[config.mk]
export PLATFORM = sky130hd
export DESIGN_NAME = seq_addsub
export DESIGN_NICKNAME = d
export VERILOG_FILES = /design/src/rtl/seq_addsub.sv
export SDC_FILE = /design/constraint.sdc
export NUM_CORES = 1
export LEC_CHECK = 0
export CORE_MARGIN = 3
export CORE_UTILIZATION = 55
export CTS_BUF_LIST = sky130_fd_sc_hd__clkbuf_8
export CTS_CLUSTER_SIZE = 12
export DETAILED_ROUTE_END_ITERATION = 12
export GPL_TIMING_DRIVEN = 0
export PLACE_DENSITY = 0.94
export SLEW_MARGIN = 20
export SYNTH_ARGS = -nofsm -noshare
export SYNTH_HDL_FRONTEND = slang
export SYNTH_SLANG_ARGS = --single-unit
export TNS_END_PERCENT = 30
[constraint.sdc]
create_clock -name clk -period 3.71 [get_ports clk]
set_input_delay 1.113 -clock clk [delete_from_list [all_inputs] [get_ports clk]]
set_output_delay 1.113 -clock clk [all_outputs]
set_load 0.005 [all_outputs]
[src/rtl/seq_addsub.sv]
// seq_addsub: multi-cycle W-bit adder/subtractor, CW bits per clock.
// One CW-bit adder slice with a registered carry; valid/ready on both sides.
module seq_addsub #(
  parameter int W  = 16,
  parameter int CW = 4
) (
  input  logic         clk,
  input  logic         rst_n,
  input  logic         in_valid,
  output logic         in_ready,
  input  logic [W-1:0] a,
  input  logic [W-1:0] b,
  input  logic         cin,
  input  logic         sub,
  output logic         out_valid,
  input  logic         out_ready,
  output logic [W-1:0] y,
  output logic         cout,
  output logic         ovf,
  output logic         zero
);

  localparam int NCH  = W / CW;
  localparam int CNTW = (NCH > 1) ? $clog2(NCH) : 1;

  typedef enum logic [1:0] {
    IDLE,
    RUN,
    DONE
  } state_t;

  state_t state, state_nx;

  logic [W-1:0]    a_q;
  logic [W-1:0]    b_q;
  logic [W-1:0]    s_q;
  logic            c_q;
  logic            sa_q;
  logic            sb_q;
  logic [CNTW-1:0] cnt_q;

  logic [CW-1:0]   a_ch;
  logic [CW-1:0]   b_ch;
  logic [CW:0]     csum;
  logic [W-1:0]    s_full;
  logic [W-1:0]    b_in;
  logic            last;
  logic            accept;
  logic            release_out;
  int              base;

  assign in_ready    = (state == IDLE);
  assign out_valid   = (state == DONE);
  assign accept      = in_ready && in_valid;
  assign release_out = out_valid && out_ready;
  assign last        = (cnt_q == CNTW'(NCH - 1));
  assign b_in        = sub ? ~b : b;

  // Current chunk plus the partial sum with this chunk merged in,
  // so the last edge can load the complete result directly.
  always_comb begin
    base   = int'(cnt_q) * CW;
    a_ch   = a_q[base +: CW];
    b_ch   = b_q[base +: CW];
    csum   = (CW+1)'(a_ch) + (CW+1)'(b_ch) + (CW+1)'(c_q);
    s_full = s_q;
    s_full[base +: CW] = csum[CW-1:0];
  end

  always_ff @(posedge clk or negedge rst_n) begin
    if (!rst_n) state <= IDLE;
    else        state <= state_nx;
  end

  always_comb begin
    state_nx = state;
    unique case (state)
      IDLE: if (accept)      state_nx = RUN;
      RUN:  if (last)        state_nx = DONE;
      DONE: if (release_out) state_nx = IDLE;
      default:               state_nx = IDLE;
    endcase
  end

  always_ff @(posedge clk or negedge rst_n) begin
    if (!rst_n) begin
      a_q   <= '0;
      b_q   <= '0;
      s_q   <= '0;
      c_q   <= 1'b0;
      sa_q  <= 1'b0;
      sb_q  <= 1'b0;
      cnt_q <= '0;
    end else if (accept) begin
      a_q   <= a;
      b_q   <= b_in;
      c_q   <= sub ? ~cin : cin;
      sa_q  <= a[W-1];
      sb_q  <= b_in[W-1];
      cnt_q <= '0;
    end else if (state == RUN) begin
      s_q   <= s_full;
      c_q   <= csum[CW];
      cnt_q <= cnt_q + CNTW'(1);
    end
  end

  // Visible result only updates on the final chunk edge.
  always_ff @(posedge clk or negedge rst_n) begin
    if (!rst_n) begin
      y    <= '0;
      cout <= 1'b0;
      ovf  <= 1'b0;
      zero <= 1'b0;
    end else if (state == RUN && last) begin
      y    <= s_full;
      cout <= csum[CW];
      zero <= (s_full == '0);
      ovf  <= (sa_q == sb_q) && (s_full[W-1] != sa_q);
    end
  end

endmodule

==> Implementation_results.wiki <==
{| class="wikitable"
! Metric !! Value
|-
| Max stage delay cell, worst path || mux4_2
|-
| Total power of the final layout || around 4 mW
|-
| Largest net degree at the start of global routing || 38
|-
| Result of the run || complete, no violations
|-
| Post-cts repair resize count || 0
|-
| Number of placement rows || 28
|-
| DR pass1 iterations || 4
|-
| Total number of vias || a little under 3000
|-
| Slack of the worst reg-to-reg path || around 0.25 ns
|-
| Unrepaired setup endpoints after global routing || false
|-
| Via density || approximately 5.7
|-
| Number of antenna violations at the first check in global routing || 0
|-
| Final Setup Violations || 0
|-
| Die outline height || 86.58 µm
|-
| Hold EP || b_q[14]
|-
| Area of the die || approximately 0.0075 mm²
|-
| Startpoint-to-endpoint class of the critical path || reg2reg
|-
| ANT nets after route || 0
|-
| Maximum single-stage delay on the critical path || roughly 0.57 ns
|-
| Max FO, Critical Path || 10
|-
| Core area || just over 0.006 mm²
|-
| Number of register bits inferred by synthesis || 72
|-
| Count of max-cap constraint violations || 0
|-
| Number of synthesis warnings || 0
|-
| Fraction of final layout cells with drive strength greater than 1 || 7.175%
|-
| Ys async rst share || 100.0%
|-
| Initial standard-cell utilization of the core || about three fifths
|-
| Final HPWL DP || between 6000 and 7000 µm
|-
| Inserted Diodes || 0
|-
| Post-Synthesis Net Count || around 420
|-
| Area overhead of the layout relative to synthesis || 23.72%
|-
| Destination of the worst register-to-register timing path || zero
|-
| Global-route wire length before repair || roughly 14000 µm
|-
| Cell type with the highest aggregate area in the netlist || dfrtp_1
|-
| Final clock period utilization by the worst path || between 90% and 100%
|-
| Type of element capturing the critical path || register
|-
| Kind of launch point of the worst setup path || register
|-
| Relative slew slack || 61.83%
|-
| Most used DFF post-synth || dfrtp_1
|-
| Count of buffers added by post-CTS timing repair for setup || 0
|-
| Static leakage || a little under 2 nW
|-
| Number of cells traversed by the worst register-to-register path || 9
|-
| Average size of a mapped cell || between 9 and 10 µm²
|-
| Slew of the pin with the lowest slew margin || approximately 0.57 ns
|-
| Number of design rule violations left after detail routing || 0
|-
| Number of top-level pins || about 60
|-
| CTS clk-pin slew, worst paths || roughly 0.07 ns
|-
| Post-synth design cell area || ~0.0036 mm²
|-
| Global placement routability congestion || between 0.9 and 1
|-
| Cell repeated most along the worst path || fa_1
|-
| Number of cells traversed by the worst hold path || 2
|-
| Overall Global Routing Usage || between 20 and 25%
|-
| Worst-Skew Late Latency || 0.35 ns
|-
| Wirelength, routed || just over 8000 µm
|-
| Layout Utilization || between 70 and 80%
|-
| Final clock skew || just under 0.007 ns
|-
| Clock tree sinks || between 70 and 80
|-
| H-tree levels || 3
|-
| Number of synthesized flops with an enable pin || 0
|-
| Remaining global-route overflow || 0
|-
| Minimum clock period after layout || around 3.5 ns
|-
| Critical R2R Launch || cnt_q[0]
|-
| Total clock buffers created by CTS || 9
|-
| Post-CTS Hold Fix Bufs || 0
|-
| Clock Tree Buf Depth || 2
|-
| Iteration-0 DRC Markers || 154
|-
| Cells traversed along the worst timing path || buf_2 > mux4_2 > fa_1 > inv_1 > fa_1 > xor2_2 > a22oi_1 > or4_1 > o31ai_2
|-
| Number of global-route vias before repair || approximately 3000
|-
| Net total in the final layout || 490
|-
| Clock root cell || clkbuf_8
|-
| Mapped Cells || between 300 and 400
|-
| Maximum clock frequency || 288.9 MHz
|-
| Count of distinct cell types in the synthesized netlist || 39
|-
| Worst hold-check slack || between 0.4 and 0.5 ns
|-
| Critical path arrival || between 3 and 4 ns
|-
| Power density over the cells || between 900 and 1000 mW/mm²
|-
| Synth top area share || approximately half
|-
| Filler Cells Inserted || about 460
|-
| Number of endpoints with negative hold slack in the final report || 0
|-
| Min-Delay Startpoint || b_q[14]
|-
| Average wire per cell in the routed design || 15.89 µm
|-
| Worst hold path class || reg2reg
|-
| Clock tree from TritonCTS || done
|-
| Number of port buffers || 57
|-
| Sum of negative setup slack || 0 ns
|-
| Final max-slew violation count || 0
|-
| Cell types occupying the most area after synthesis || dfrtp_1, nand2_1, o21ai_0
|-
| Worst IR drop on VDD || 0.7011 mV
|-
| Post-synthesis sequential area ratio || between 50% and 60%
|-
| Endpoint required time on the critical path || between 3 and 4 ns
|-
| Die outline width || ~87 µm
|}
## where the power goes
group / switching [mW] / internal (mW) / leakage (nW)
clock: 0.287 / 0.251 / 0.0982
sequential: 0.200 / 1.09 / 0.938
combinational: 1.31 / 0.870 / 0.941
## flip-flops by register name, indices dropped and copies added, names as in the netlist
| name | cells |
|---|---|
| a_q | 16 |
| b_q | 16 |
| s_q | 16 |
| y | 16 |
| cnt_q | 2 |
| state | 2 |
| c_q | 1 |
| cout | 1 |
| ovf | 1 |
| zero | 1 |
## layout by cell type, fill, tap and decap left out, types with 3 or more instances in the layout
cell	synthesis	final
a21oi_1	13	13
a22oi_1	4	4
a32o_1	3	3
buf_2	5	5
clkbuf_1	15	15
clkbuf_8	0	10
clkdlybuf4s50_1	0	56
clkinv_2	0	4
dfrtp_1	72	72
ha_1	9	9
inv_1	12	14
mux4_2	8	8
nand2_1	107	107
nand3_1	8	8
nor2_1	3	3
nor2b_1	8	8
nor3_1	5	5
nor4_1	3	3
o21ai_0	48	48
o31ai_1	3	3
xnor2_1	19	19
## worst max path at each step
stage / depth (start not counted) / slack (ns) / from / to
global route: 9 / 0.01 / cnt_q[0] / zero
finish: 9 / 0.25 / cnt_q[0] / zero
floorplan: 9 / 0.62 / cnt_q[0] / zero
global placement: 1 / -0.75 / rst_n / b_q[10]
detailed placement: 9 / 0.26 / cnt_q[0] / zero
CTS: 9 / 0.25 / cnt_q[0] / zero
## final cells by class
type	instances	area, µm²	share of cell area [%]
clock buffers	10	137.6	3.115
inverters	12	45.04	1.020
flip-flops and latches	72	1802	40.78
plain buffers	20	81.33	1.841
repair buffers	58	588.1	13.31
multi-input cells	268	1643	37.19
well taps	75	93.84	2.124
clock inverters	6	27.53	0.6231
## cells by family after synthesis
family | count (synthesis) | share of synthesized area [%]
adders and majority gates | 11 | 4.275
AOI/OAI and AO/OA | 82 | 13.38
buffers and inverters | 32 | 3.539
and+or+nand+nor | 145 | 17.63
muxes | 9 | 5.361
xor gates and xnor gates | 21 | 5.361
DFF | 72 | 50.46
## per-layer routing
metal,part of all wire (%),vias to the layer above,global-route usage (%),routed length [µm]
met4,2.8,0,12.04,235
met5,0,-,0,0
met1,40,1426,29.01,3340
met2,51,101,42.00,4237
met3,5.6,24,4.658,463
li1,-,1403,-,-
## cells in the mapped netlist (all sizes together) (2+ instances only)
| cell | n |
|---|---|
| nand2 | 107 |
| o21ai | 48 |
| a21oi | 13 |
| nor2b | 8 |
| a22oi | 4 |
| fa | 2 |
| xnor2 | 19 |
| o22ai | 2 |
| mux4 | 8 |
| ha | 9 |
| xor2 | 2 |
| a21boi | 2 |
| nand3 | 8 |
| nor2 | 3 |
| nor4 | 3 |
| nor3 | 5 |
| dfrtp | 72 |
| a32o | 3 |
| a21o | 2 |
| nor4bb | 2 |
| clkbuf | 15 |
| buf | 5 |
| nand2b | 2 |
| inv | 12 |
| o31ai | 4 |
## worst max-delay path: cells and delay by family, from the launching register on
kind / cells / cell delay (ns)
simple gates: 1 / 0.53
mux: 1 / 0.57
xor+xnor: 1 / 0.35
flops: 1 / 0.49
buf+inv: 2 / 0.43
fa+ha+maj: 2 / 0.68
compound gates: 2 / 0.32
## metrics by stage
stage	cell area, µm²	setup slack, ns	cells
after global placement	4235	-0.7467	504
after detailed placement	4253	0.2564	505
final	4418	0.2483	521
after CTS	4418	0.2483	521
after floorplan	3571	0.6249	372
after global routing	4418	0.01147	521
Note: power is estimated with default switching activity, not from simulation.
